<file path="config.mk">
export PLATFORM = sky130hd
export DESIGN_NAME = light_phase_timer
export DESIGN_NICKNAME = d
export VERILOG_FILES = /design/src/rtl/light_phase_timer.sv
export SDC_FILE = /design/constraint.sdc
export NUM_CORES = 1
export LEC_CHECK = 0
export CELL_PAD_IN_SITES_DETAIL_PLACEMENT = 0
export CELL_PAD_IN_SITES_GLOBAL_PLACEMENT = 1
export CORE_MARGIN = 1.5
export CORE_UTILIZATION = 31
export DETAILED_ROUTE_END_ITERATION = 12
export GPL_ROUTABILITY_DRIVEN = 0
export GPL_TIMING_DRIVEN = 0
export PLACE_DENSITY_LB_ADDON = 0.25
export SETUP_SLACK_MARGIN = 0.15
export SLEW_MARGIN = 20
export SYNTH_ARGS = -nofsm -noshare
export SYNTH_HDL_FRONTEND = slang
export SYNTH_SLANG_ARGS = --single-unit
</file>
<file path="constraint.sdc">
create_clock -name clk -period 2.3 [get_ports clk]
set_input_delay 0.23 -clock clk [delete_from_list [all_inputs] [get_ports clk]]
set_output_delay 0.23 -clock clk [all_outputs]
set_load 0.01 [all_outputs]
</file>
<file path="src/rtl/light_phase_timer.sv">
// Traffic-light phase timer: RED -> GREEN -> YELLOW loop with
// per-phase BCD durations and a BCD countdown display.
module light_phase_timer #(
  parameter int DIGITS           = 2,
  parameter bit CLEAR_ON_DISABLE = 1'b0
) (
  input  logic                  clk,
  input  logic                  rst,
  input  logic                  enable,
  input  logic [4*DIGITS-1:0]   red_time,
  input  logic [4*DIGITS-1:0]   green_time,
  input  logic [4*DIGITS-1:0]   yellow_time,
  output logic [4*DIGITS-1:0]   cnt,
  output logic [1:0]            phase,
  output logic [2:0]            lamp,
  output logic                  phase_done,
  output logic                  err
);

  localparam int W = 4 * DIGITS;

  typedef enum logic [1:0] {
    IDLE   = 2'd0,
    RED    = 2'd1,
    GREEN  = 2'd2,
    YELLOW = 2'd3
  } state_t;

  state_t         state, state_n;
  logic [W-1:0]   cnt_n;
  logic [W-1:0]   dur;
  logic           load;
  logic           done_n;
  logic           err_n;

  function automatic logic [W-1:0] sanitize(input logic [W-1:0] v);
    logic [W-1:0] r;
    r = v;
    for (int i = 0; i < DIGITS; i++)
      if (v[4*i +: 4] > 4'd9) r[4*i +: 4] = 4'd9;
    return r;
  endfunction

  function automatic logic any_bad(input logic [W-1:0] v);
    logic b;
    b = 1'b0;
    for (int i = 0; i < DIGITS; i++)
      if (v[4*i +: 4] > 4'd9) b = 1'b1;
    return b;
  endfunction

  // Borrow ripples upward through zero digits only.
  function automatic logic [W-1:0] bcd_dec(input logic [W-1:0] v);
    logic [W-1:0] r;
    logic         borrow;
    r      = v;
    borrow = 1'b1;
    for (int i = 0; i < DIGITS; i++) begin
      if (borrow) begin
        if (v[4*i +: 4] == 4'd0) begin
          r[4*i +: 4] = 4'd9;
        end else begin
          r[4*i +: 4] = v[4*i +: 4] - 4'd1;
          borrow      = 1'b0;
        end
      end
    end
    return r;
  endfunction

  always_comb begin
    state_n = state;
    cnt_n   = cnt;
    done_n  = 1'b0;
    err_n   = err;
    dur     = '0;
    load    = 1'b0;
    if (!enable) begin
      if (CLEAR_ON_DISABLE) begin
        state_n = IDLE;
        cnt_n   = '0;
      end
    end else if (state == IDLE) begin
      state_n = RED;
      dur     = red_time;
      load    = 1'b1;
    end else if (cnt != '0) begin
      cnt_n = bcd_dec(cnt);
    end else begin
      done_n = 1'b1;
      load   = 1'b1;
      unique case (state)
        RED: begin
          state_n = GREEN;
          dur     = green_time;
        end
        GREEN: begin
          state_n = YELLOW;
          dur     = yellow_time;
        end
        YELLOW: begin
          state_n = RED;
          dur     = red_time;
        end
        default: begin
          state_n = IDLE;
        end
      endcase
    end
    if (load) begin
      cnt_n = sanitize(dur);
      if (any_bad(dur)) err_n = 1'b1;
    end
  end

  always_ff @(posedge clk or posedge rst) begin
    if (rst) begin
      state      <= IDLE;
      cnt        <= '0;
      phase_done <= 1'b0;
      err        <= 1'b0;
    end else begin
      state      <= state_n;
      cnt        <= cnt_n;
      phase_done <= done_n;
      err        <= err_n;
    end
  end

  assign phase = state;

  // Lamps follow the phase register only, so cnt cannot glitch them.
  always_comb begin
    lamp = 3'b100;
    unique case (state)
      GREEN:   lamp = 3'b001;
      YELLOW:  lamp = 3'b010;
      default: lamp = 3'b100;
    endcase
  end

endmodule

</file>
==> results.md <==
### Run status
* complete, no violations — outcome

### Clocking
* 80 ps — Worst-path clk slew
* 0 — count of hold-fix buffers inserted at cts
* yes — TritonCTS clock tree
* 1 — count of H-tree levels built during CTS
* 12 — clock tree sinks
* 3 — Num CTS Buffers
* 2 — number of buffers between clock root and the deepest sink
* clkbuf_4 — root buffer cell
* 280 ps — later-pin clock latency in the skew report

### Layout
* 1590 um^2 — Final Cell Area
* 217 — final cell count without fillers
* 303 um^2 — Sequential cell area
* 206 — number of nets in the final layout
* 14.6% — layout cell share with drive strength beyond 1
* 47.6% — Util after Layout
* 47.4% — P&R area growth vs syn
* 0 — # diodes
* 346 — count of fill cells added during filler insertion
* 706 um^2 — multi-input combinational cell area

### Synth
* 12 — register bit total from synthesis
* 159 — synthesized netlist net count
* 27.9% — portion of synthesized cell area occupied by the leading cell type
* 0 — EDFF count, synth
* 8.55 um^2 — mean post-synth cell area
* dfrtp_1 — leading register cell type out of synthesis
* 100% — Async S/R FF share, synth
* 27.9% — fraction of the yosys area taken by sequential cells
* 1080 um^2 — area of the mapped netlist
* dfrtp_1 (28%), ha_1 (7.0%), a22o_1 (5.7%) — cell types occupying the most area after synthesis
* dfrtp_1 — biggest area consumer among synthesized cells
* 126 — cells after synthesis
* 0 — Syn. warnings
* 41 — Distinct cells, synth

### Pwr
* 1210 nW/um^2 — power density over cell area
* 0.627 nW — total leakage power
* 0.444 mV — maximum vdd drop
* 1.93 mW — Power Total

### Timing
* 1.86 ps — worst setup skew after layout
* 88.8% — period utilization
* 0 — Fin. Hold Viols
* 262 ps — final hold slack
* 0 ps — Total Negative Setup Slacks
* no — unrepaired setup endpoints after global routing
* 2040 ps — time the final worst path needs with I/O delays and setup
* 487 ps — slew of the pin with the lowest slew margin
* 67.5% — Max transition margin
* 0 — setup-violating endpoint count in the final report
* 0 — number of pins with negative max-slew slack in the final report
* 259 ps — final worst-path setup slack
* 0.490 GHz — achievable frequency

### Setup path
* simple AND/OR/NAND/NOR gates — Top Family by Delay on Critical Path
* 1 — number of buffer and inverter instances along the worst setup path
* flip-flop — CP Capture Type
* flip-flop to flip-flop — start-to-end type of the worst setup path
* 260 ps — flop-to-flop setup slack
* 6 — worst r2r path cells
* cnt[3] — source of the critical timing path
* 8 — worst-path maximum fanout
* or4_1 > buf_6 > nor3_4 > a22o_2 > nand3b_1 > o311ai_2 — sequence of cells on the critical path
* 570 ps — CP peak stage delay
* 2230 ps — CP Data Arrival Time
* or4_1 — slowest cell on the critical path
* flip-flop — startpoint types
* err — Crit Reg-Reg Endpoint
* cnt[3] — reg2reg start
* 2490 ps — CP Data Required Time

### Global route
* 13 — pin count of the biggest net entering global routing
* 17.8% — overall routing resource usage
* 1030 — number of global-route vias before repair
* 0 — gr ovfl total
* 4.99 mm — wire length of the first global-routing pass
* 0 — initial antenna violation count

### Floorplanning
* 3840 um^2 — Total Die Area
* 62.0 um — DIE HEIGHT
* 21 — Std-Cell Rows
* 42 — IO Pins
* 62.0 um — die span in x
* 3340 um^2 — core area
* 32.3% — starting density of the core

### Min path
* input port to async pin — hold crit path type

### Placement
* 2.44 mm — final HPWL from detailed placement
* 1550 um^2 — Post-DP Area
* 213 — placed cell count
* 41 — number of port buffers
* 272 ps — worst setup timing slack at the placement stage

### Detailed routing
* 5.52 — DR vias/cell
* 0 — antenna viol nets, final
* 3.23 mm — aggregate routed wire length
* 1197 — via count
* 120 — drt first-iter violations
* 0 — # DRC
* 6 — first drt pass iteration count
* 14.9 um — DR WL/cell

### Job
* 0 — Max Cap Viol

-- worst max path at each step --
stage	endpoint	slack, ps	cells past startpoint
global placement	cnt[0]	280	5
floorplan	cnt[7]	390	6
CTS	lamp[2]	220	5
global route	cnt[0]	180	7
finish	err	260	6
detailed placement	cnt[0]	270	5
-- power breakdown --
part | switching, mW | internal (mW)
logic | 0.667 | 0.668
registers | 0.153 | 0.304
clock network | 0.0739 | 0.0608
total | 0.893 | 1.03
-- logic make-up (layout without fill, tap and decap cells) --
kind of cell / count (synthesis) / after routing / share of synthesized area (%)
mux: 1 / 1 / 1.39
flops: 12 / 12 / 27.9
simple gates: 42 / 42 / 20.0
buf+inv: 12 / 57 / 7.20
compound gates: 53 / 53 / 36.6
fa+ha+maj: 6 / 6 / 6.97
-- sequential cells by signal (all words and copies together) (netlist names) --
| register | cells |
|---|---|
| err | 1 |
| phase | 2 |
| cnt | 8 |
| phase_done | 1 |
-- synthesized netlist by cell type (2+ instances only) --
master,instances
nand2_1,11
dfrtp_1,12
nand2b_1,2
nor2_1,13
clkbuf_1,2
o21a_1,3
buf_6,2
nand3_1,2
nor4_1,2
inv_1,5
a32oi_1,3
o211ai_1,3
a21oi_1,6
ha_1,6
o221ai_1,3
o21ai_0,12
a22o_1,7
a22oi_1,5
nor2b_1,2
nor3_1,4
-- layout by cell type, fill, tap and decap left out, types with 2 or more instances in the layout --
master and n:
o211ai_1 3, buf_6 2, o21ai_0 12, buf_4 2
o221ai_1 3, dfrtp_2 2, nand2b_1 2, clkdlybuf4s50_1 40
dfrtp_1 10, nor2b_1 2, clkbuf_4 4, a32oi_1 3
o21a_1 3, nor2_1 13, inv_1 5, nor3_1 4
nand2_1 11, a22o_1 7, ha_1 6, a22oi_1 5
a21oi_1 6, nand3_1 2
-- layer usage --
layer / track usage [%] / up-vias / wire (um)
met3: 1.66 / 8 / 165
met4: 6.38 / 0 / 64
met2: 26.6 / 44 / 1440
met5: 0 / - / 0
li1: - / 576 / -
met1: 26.5 / 569 / 1550
-- layout make-up --
class / count / area share [%]
plain buffers: 7 / 3.78
clock buffers: 3 / 1.42
inverters: 5 / 1.18
multi-input cells: 102 / 44.4
flip-flops and latches: 12 / 19.1
well taps: 46 / 3.62
repair buffers: 42 / 26.5
-- timing repair --
action,in CTS,in global routing
pin swaps,0,0
endpoints found under the setup margin,1,3
gates resized for setup,2,3
setup buffers,0,1
Power figures use the tool's default switching activity.
